File: src/rtl/fm_voice_router.sv
// fm_voice_router
//     Per-voice glue between the host parameter bus and an array of N_OPS
//     operators. It holds double-buffered per-operator configuration, routes
//     modulation between operators, and mixes the operator outputs into one
//     saturated sample, one operator per clock.
//
// Ports
//     clk24         system clock
//     rst_n         asynchronous active-low reset
//     sample_en     one-cycle strobe per audio sample
//     write         parameter write strobe (lands in the shadow bank)
//     addr          parameter address
//     param         parameter data
//     commit        request a shadow->active copy at the next accepted sample
//     op_out_bus    operator outputs, op i at [i*W +: W]
//     op_modin_bus  registered modulation input per operator
//     op_amp_bus    active amplitude per operator
//     sound_output  mixed, shifted, saturated sample
//     sample_valid  one-cycle pulse when sound_output updates
//     busy          mixer is accumulating or presenting a sample
//     overrun       sticky: a sample_en arrived while busy
module fm_voice_router #(
    parameter int N_OPS = 6,
    parameter int W     = 16,
    parameter int PW    = 32,
    parameter int AW    = 6
) (
    input  logic               clk24,
    input  logic               rst_n,
    input  logic               sample_en,
    input  logic               write,
    input  logic [AW-1:0]      addr,
    input  logic [PW-1:0]      param,
    input  logic               commit,
    input  logic [N_OPS*W-1:0] op_out_bus,
    output logic [N_OPS*W-1:0] op_modin_bus,
    output logic [N_OPS*W-1:0] op_amp_bus,
    output logic [W-1:0]       sound_output,
    output logic               sample_valid,
    output logic               busy,
    output logic               overrun
);

    localparam int SW    = $clog2(N_OPS + 1);
    localparam int ACC_W = W + SW;
    localparam logic signed [ACC_W-1:0] C_MAX = ACC_W'((2 ** (W - 1)) - 1);
    localparam logic signed [ACC_W-1:0] C_MIN = ~C_MAX;

    typedef enum logic [1:0] {S_IDLE, S_ACC, S_OUT} state_t;

    state_t                   r_state, w_next;
    logic [W-1:0]             r_sh_amp     [N_OPS];
    logic [W-1:0]             r_act_amp    [N_OPS];
    logic [SW-1:0]            r_sh_modsel  [N_OPS];
    logic [SW-1:0]            r_act_modsel [N_OPS];
    logic [N_OPS-1:0]         r_sh_mask, r_act_mask, r_smp_mask;
    logic [3:0]               r_sh_shift, r_act_shift, r_smp_shift;
    logic                     r_pending;
    logic [W-1:0]             r_snap       [N_OPS];
    logic [SW-1:0]            r_idx;
    logic signed [ACC_W-1:0]  r_acc;
    logic signed [ACC_W-1:0]  w_term;
    logic signed [ACC_W-1:0]  w_shifted;
    logic [W-1:0]             r_sound;
    logic                     r_valid;
    logic                     r_overrun;
    logic [N_OPS*W-1:0]       r_modin_p1, w_modin;
    logic                     w_start, w_take, w_clr;
    logic                     w_unused_param;

    function automatic logic [W-1:0] sat_w(input logic signed [ACC_W-1:0] v);
        if (v > C_MAX)
            return {1'b0, {(W-1){1'b1}}};
        else if (v < C_MIN)
            return {1'b1, {(W-1){1'b0}}};
        else
            return v[W-1:0];
    endfunction

    assign w_unused_param = ^param;
    assign w_start = (r_state == S_IDLE) && sample_en;
    // The shadow copy rides on the sample_en that starts a sample; a strobe
    // ignored while busy leaves the request pending.
    assign w_take  = w_start && r_pending;
    assign w_clr   = write && (addr == AW'(2 * N_OPS + 2));

    // ---- parameter banks ----
    always_ff @(posedge clk24 or negedge rst_n) begin
        if (!rst_n) begin
            for (int i = 0; i < N_OPS; i++) begin
                r_sh_amp[i]     <= '0;
                r_act_amp[i]    <= '0;
                r_sh_modsel[i]  <= '0;
                r_act_modsel[i] <= '0;
            end
            r_sh_mask   <= '0;
            r_act_mask  <= '0;
            r_sh_shift  <= '0;
            r_act_shift <= '0;
            r_pending   <= 1'b0;
        end else begin
            if (write) begin
                for (int i = 0; i < N_OPS; i++) begin
                    if (addr == AW'(i))
                        r_sh_amp[i] <= param[W-1:0];
                    if (addr == AW'(N_OPS + i))
                        r_sh_modsel[i] <= param[SW-1:0];
                end
                if (addr == AW'(2 * N_OPS))
                    r_sh_mask <= param[N_OPS-1:0];
                if (addr == AW'(2 * N_OPS + 1))
                    r_sh_shift <= param[3:0];
            end
            if (w_take) begin
                for (int i = 0; i < N_OPS; i++) begin
                    r_act_amp[i]    <= r_sh_amp[i];
                    r_act_modsel[i] <= r_sh_modsel[i];
                end
                r_act_mask  <= r_sh_mask;
                r_act_shift <= r_sh_shift;
                r_pending   <= 1'b0;
            end else if (commit) begin
                r_pending <= 1'b1;
            end
        end
    end

    // ---- modulation routing (1-cycle latency) ----
    always_comb begin
        w_modin = '0;
        for (int i = 0; i < N_OPS; i++)
            for (int k = 0; k < N_OPS; k++)
                if (r_act_modsel[i] == SW'(k + 1))
                    w_modin[i*W +: W] = op_out_bus[k*W +: W];
    end

    always_ff @(posedge clk24 or negedge rst_n) begin
        if (!rst_n)
            r_modin_p1 <= '0;
        else
            r_modin_p1 <= w_modin;
    end

    // ---- mixer FSM ----
    always_ff @(posedge clk24 or negedge rst_n) begin
        if (!rst_n)
            r_state <= S_IDLE;
        else
            r_state <= w_next;
    end

    always_comb begin
        w_next = r_state;
        case (r_state)
            S_IDLE:  if (sample_en) w_next = S_ACC;
            S_ACC:   if (r_idx == SW'(N_OPS - 1)) w_next = S_OUT;
            S_OUT:   w_next = S_IDLE;
            default: w_next = S_IDLE;
        endcase
    end

    always_comb begin
        w_term = '0;
        for (int k = 0; k < N_OPS; k++)
            if (r_idx == SW'(k) && r_smp_mask[k])
                w_term = {{SW{r_snap[k][W-1]}}, r_snap[k]};
    end

    assign w_shifted = r_acc >>> r_smp_shift;

    // ---- mixer datapath ----
    always_ff @(posedge clk24 or negedge rst_n) begin
        if (!rst_n) begin
            for (int k = 0; k < N_OPS; k++)
                r_snap[k] <= '0;
            r_acc       <= '0;
            r_idx       <= '0;
            r_smp_mask  <= '0;
            r_smp_shift <= '0;
            r_sound     <= '0;
            r_valid     <= 1'b0;
        end else begin
            r_valid <= 1'b0;
            case (r_state)
                S_IDLE: begin
                    if (sample_en) begin
                        for (int k = 0; k < N_OPS; k++)
                            r_snap[k] <= op_out_bus[k*W +: W];
                        r_acc <= '0;
                        r_idx <= '0;
                        // A commit consumed on this strobe already applies
                        // to this sample, so pick the shadow values directly.
                        r_smp_mask  <= r_pending ? r_sh_mask  : r_act_mask;
                        r_smp_shift <= r_pending ? r_sh_shift : r_act_shift;
                    end
                end
                S_ACC: begin
                    r_acc <= r_acc + w_term;
                    r_idx <= r_idx + 1'b1;
                end
                S_OUT: begin
                    r_sound <= sat_w(w_shifted);
                    r_valid <= 1'b1;
                end
                default: ;
            endcase
        end
    end

    always_ff @(posedge clk24 or negedge rst_n) begin
        if (!rst_n)
            r_overrun <= 1'b0;
        else if (sample_en && (r_state != S_IDLE))
            r_overrun <= 1'b1;
        else if (w_clr)
            r_overrun <= 1'b0;
    end

    for (genvar g = 0; g < N_OPS; g++) begin : g_amp
        assign op_amp_bus[g*W +: W] = r_act_amp[g];
    end

    assign op_modin_bus = r_modin_p1;
    assign sound_output = r_sound;
    assign sample_valid = r_valid;
    assign busy         = (r_state != S_IDLE);
    assign overrun      = r_overrun;

endmodule

File: config.mk
export PLATFORM = sky130hd
export DESIGN_NAME = fm_voice_router
export DESIGN_NICKNAME = d
export VERILOG_FILES = /design/src/rtl/fm_voice_router.sv
export SDC_FILE = /design/constraint.sdc
export NUM_CORES = 1
export LEC_CHECK = 0
export CAP_MARGIN = 40
export CORE_ASPECT_RATIO = 1.25
export CORE_UTILIZATION = 58
export DETAILED_ROUTE_END_ITERATION = 6
export DONT_BUFFER_PORTS = 1
export MAX_ROUTING_LAYER = met4
export PLACE_DENSITY = 0.82
export SYNTH_ARGS = -nofsm -noshare
export SYNTH_HDL_FRONTEND = slang
export SYNTH_SLANG_ARGS = --single-unit
File: constraint.sdc
create_clock -name clk24 -period 4.1 [get_ports clk24]
set_input_delay 0.615 -clock clk24 [delete_from_list [all_inputs] [get_ports clk24]]
set_output_delay 0.615 -clock clk24 [all_outputs]
set_load 0.01 [all_outputs]
== Word-level counts from Yosys, hierarchy flattened ==
Index checks and enable logic that the tools add are counted.
W data, S select, Z words.

* Register bits after elaboration: 493
* Input port bits: 139
* Word-level logic and storage cells: 200

* $add $sub $neg: 2
* Magnitude comparators: 2
* Equal/unequal tests: 59
* Shift operators: 1
* Mux-type cells: 58
* Reductions and logical operators: 34

{| class="wikitable"
|+ Operators with widths
! cell !! count
|-
| $mux W16 || 38
|-
| $mux W19 || 7
|-
| $eq A3 B3 Y1 const B || 20
|-
| $eq A3 B2 Y1 const B || 14
|-
| $eq A6 B4 Y1 const B || 7
|-
| $pmux W19 S2 || 1
|-
| $reduce_and A2 Y1 || 17
|-
| $eq A6 B3 Y1 const B || 4
|-
| $eq A3 B1 Y1 const B || 7
|-
| $add A19 B19 Y19 || 1
|-
| $gt A19 B16 Y1 const B || 1
|-
| $lt A19 B16 Y1 const B || 1
|-
| $sshr A19 B4 Y19 || 1
|-
| $eq A6 B2 Y1 const B || 2
|-
| $logic_and A1 B1 Y1 || 10
|-
| $reduce_bool A2 Y1 || 4
|-
| $eq A6 B1 Y1 const B || 1
|-
| $logic_not A6 Y1 || 1
|-
| $mux W6 || 1
|-
| $pmux W3 S2 || 1
|-
| $mux W1 || 5
|-
| $mux W2 || 2
|-
| $mux W4 || 1
|-
| $ne A2 B2 Y1 const B || 2
|-
| 7 further kinds || 7
|}

== Depth between registers and ports, before layout ==
* Depth in word-level cells: 10
* Gate-level depth with buffers: 21

== Worst setup path after synthesis ==
Ideal clock, no wire load.

* Path type: reg2reg
* From: reg r_idx[1]
* To: reg r_acc[18]
* Data arrival time: 3.667 ns
* Path slack: 0.309 ns
* Cell stages (with the launch flop): 22
* Cell sequence: dfrtp_1 > inv_1 > ha_1 > and3b_1 > clkbuf_2 > clkbuf_1 > a32oi_1 > a211oi_1 > a21oi_1 > nand2_1 > o21ai_0 > o21ai_0 > ha_1 > inv_1 > fa_1 > nor2b_1 > o31a_1 > a21oi_1 > o2111ai_1 > a21boi_0 > or2_0 > a211o_1

* Word-level cells in the longest chain between the ends: 10

{| class="wikitable"
|+ RTL lines
! element !! RTL line !! text
|-
| from (decl) || 60 || <nowiki>logic [SW-1:0] r_idx;</nowiki>
|-
| from (signal assigned) || 199 || <nowiki>r_idx <= r_idx + 1'b1;</nowiki>
|-
| $logic_not A3 Y1 || 165 || <nowiki>if (r_idx == SW'(k) && r_smp_mask[k])</nowiki>
|-
| $logic_and A1 B1 Y1 || 165 ||
|-
| $mux W19 (5 in series) || 165 ||
|-
| $mux W19 (*) || 165 ||
|-
| $add A19 B19 Y19 (*) || 198 || <nowiki>r_acc <= r_acc + w_term;</nowiki>
|-
| $pmux W19 S2 (*) || 184 || <nowiki>case (r_state)</nowiki>
|-
| to (signal assigned) || 198 ||
|-
| to (decl) || 61 || <nowiki>logic signed [ACC_W-1:0] r_acc;</nowiki>
|}

Every way passes the cells marked *; elsewhere a longest branch is shown, timed or not.
A chain may end at the register's enable or synchronous reset.

== Final worst setup path ==
* From: reg r_idx[0]
* To: reg r_acc[18]

The elaborated chain is that of the path after synthesis.

==> impl_metrics.ini <==
[outcome]
status = complete, but fails checks
violations = hold timing

[route]
drt_iter0_drc = 2208
drtPass1Iterations = 6
wl_met2_mm = 37.0
routed.top_layer = met4
met1_length_mm = 27.7
routedWlPerCell_um = 27.3
wl_mm = 79.1
via_count = 19600
ant_nets = 0
post_drt_via_cell_ratio = 6.75
drc = 0
wl_met3_mm = 9.06

[clocking]
clockBufferDepth = 3
cts_max_level = 2
cts_tree = done
cts_made_buffers = 46
clk_latency_ps = 600
cts.sinks = 493
clock-root-buffer = clkbuf_16
clkSlewWorstSetupHoldPaths_ps = 70

[synthesis]
syn_avg_cell_area_sq_um = 10.3
synth-seq-cells = 493
synth_top_area_share_pct = 50.4
synth_edf_count = 0
synth_area_leaders = dfrtp_1 50%, mux2_2 16%, nand2_1 5.7%, a21oi_1 5.3%, mux2i_1 3.8%
synthCells = 2366
ys_seq_area_share_pct = 50.4
synth_top_flop_cell = dfrtp_1
syn_area_sq_um = 24500
synth_warnings = 0
syn_nets = 2530
ys_types = 56
yosys.area.top_type = dfrtp_1
async_flop_share_pct = 100

[setup_path]
crit_type = flop to flop
cp-start-kind = flop
arrival_ps = 4410
r2r_end = r_acc[18]$_DFFE_PN0P_
crit_end = r_acc[18]$_DFFE_PN0P_
cp_max_fo = 5
crit_required_ps = 4570
ff2ff_path_depth = 19
worstSetupEndpointType = flop
r2r_setup_slack_ps = 160
timing.rr.start = r_idx[0]$_DFFE_PN0P_
crit_start = r_idx[0]$_DFFE_PN0P_

[floorplan]
io_pins = 350
rows = 83
dieArea_sq_um = 43000
die_x_um = 186
start_util_pct = 59.2
core-area_sq_um = 41300
fp.dieH_um = 232

[sta]
hold_viol = 493
period_minus_slack_ps = 3940
setup_viol = 0
slew_viol_final = 0
fmax_ghz = 0.254
tightest_slew_ps = 1160
holdWs_ps = -276
relSlewSlack_pct = 22.6
skew_ps = 24.4
fin_crit_sh_pct = 96.0
layout_setup_ws_ps = 165

[global_route]
track_usage_pct = 37.9
grt_pass1_vias = 19500
grt_max_degree = 494
grt_overflow = 0
grt_pass1_wl_mm = 118
antenna_found_initial = 2

[flow_run]
maxCapViolCount = 0

[placed_design]
place_congestion = 1.00
numPortBuffers = 0
dpl_cell_area_sq_um = 25200
dpl_worst_slack_ps = 43.7
place_hpwl_mm = 52.0

[finish]
final_util_pct = 65.4
area_delta_synth_final_pct = 10.3
drive_gt1_share_pct = 22.6
nFillCells = 3094
stdcell_area_sq_um = 27000
final_nets = 2467

[power]
p_per_area_nw_per_um2 = 683
peakVddDrop_v = 0.000570
power_mw = 18.5
power.leakage_nw = 12.5

[worst_hold_path]
min_path_type = primary input to async pin
-- area by class of cell --
class	count	area [sq um]	share of cell area, %
antenna	2	5.00	0.0185
tap	552	691	2.56
sequential	493	12300	45.7
multi-input combinational	1653	11300	42.0
timing repair buffer	72	738	2.73
clock buffer	52	1210	4.49
inverter	37	139	0.514
clock inverter	34	538	1.99
-- through the flow --
stage / instances / TNS, ps
after floorplan: 2366 / 0
after global placement: 2794 / 0
after detailed placement: 2803 / 0
after CTS: 2889 / 0
after global routing: 2895 / -88.5
final: 2895 / 0
-- layer usage --
layer | GRT usage [%] | up-vias
li1 | - | 8300
met1 | 44.8 | 9560
met2 | 57.8 | 1303
met3 | 10.4 | 389
met4 | 22.4 | 0
met5 | - | -
-- flip-flops by register name, indices dropped and copies added, names as in the netlist, 2 cells and up --
signal and count:
op_amp_bus 96, op_modin_bus 96, r_sh_amp 96, r_snap 96, r_acc 19, r_act_modsel 18
r_sh_modsel 18, sound_output 16, r_act_mask 6, r_sh_mask 6, r_smp_mask 6, r_act_shift 4
r_sh_shift 4, r_smp_shift 4, r_idx 3, r_state 2
-- synth_stat cells, types with 2 or more instances --
cell type	count
o22ai_1	23
clkinv_1	2
dfrtp_1	493
xnor2_1	4
ha_1	24
mux4_2	8
xor2_1	9
and3b_1	3
a21oi_1	260
a31oi_1	3
o21a_1	4
buf_2	9
mux2i_1	93
o211ai_1	12
and2_1	3
nor2b_1	15
nor4_1	4
and3_1	5
and4_1	2
buf_1	11
nor2_1	132
nand3_1	29
inv_1	35
o31a_1	2
a211o_1	3
nand2_1	370
a221oi_1	76
o311a_1	5
nand2b_1	4
clkbuf_1	160
a32oi_1	17
a21o_1	9
o31ai_1	2
mux2_2	345
a22o_1	2
or3_1	2
o21ai_0	143
nor3_1	6
a211oi_1	19
o221ai_1	2
-- repair_timing --
action                                  in CTS  in global routing
gates resized for setup                      0                 12
setup buffers                                0                  1
endpoints found under the setup margin       0                  8
hold endpoints to repair                   493                493
-- where the power goes --
group | internal, mW | switching (mW)
Clock | 2.88 | 2.05
Sequential | 6.34 | 1.59
Combinational | 2.45 | 3.14
Total | 11.7 | 6.78
-- logic make-up (layout without fill, tap and decap cells) --
| kind of cell | Yosys count | count (layout) | share of synthesized area (%) |
|---|---|---|---|
| AND/OR/NAND/NOR | 580 | 580 | 9.57 |
| other | 0 | 2 | 0 |
| XOR/XNOR | 13 | 13 | 0.465 |
| adder cells (fa/ha/maj) | 25 | 25 | 1.31 |
| buffers and inverters | 220 | 195 | 3.47 |
| AO/OA/AOI/OAI | 589 | 589 | 14.4 |
| multiplexers | 446 | 446 | 20.4 |
| flip-flops | 493 | 493 | 50.4 |
-- worst min path at each step --
stage	from	to	slack, ps
floorplan	rst_n	op_amp_bus[0]$_DFFE_PN0P_	320
global placement	rst_n	sample_valid$_DFF_PN0_	330
detailed placement	rst_n	sample_valid$_DFF_PN0_	330
CTS	rst_n	sample_valid$_DFF_PN0_	-290
global route	rst_n	sound_output[2]$_DFFE_PN0P_	-300
finish	rst_n	sample_valid$_DFF_PN0_	-280
-- cell usage in the layout, fill, tap and decap left out, types with 29 or more instances in the layout --
master | Yosys | layout
a21oi_1 | 260 | 259
a221oi_1 | 76 | 75
buf_4 | 1 | 60
clkbuf_16 | 0 | 46
dfrtp_1 | 493 | 488
inv_1 | 35 | 35
mux2_2 | 345 | 345
mux2i_1 | 93 | 93
nand2_1 | 370 | 368
nand3_1 | 29 | 29
nor2_1 | 132 | 132
o21ai_0 | 143 | 140
-- critical path: stages, from the launching register on --
cell       delay (ps)
dfrtp_1           430
inv_1             110
ha_1              170
and3b_1           270
a32oi_1           130
a211oi_1          250
a21oi_1            80
nand2_1            90
o21ai_0           110
o21ai_1           160
ha_1              190
inv_1              60
fa_1              440
nor2b_2           170
o31a_1            180
a21oi_2           110
o2111ai_1         250
a21boi_0          150
or2_0             240
a211o_1           250
Note: power is estimated with default switching activity, not from simulation.
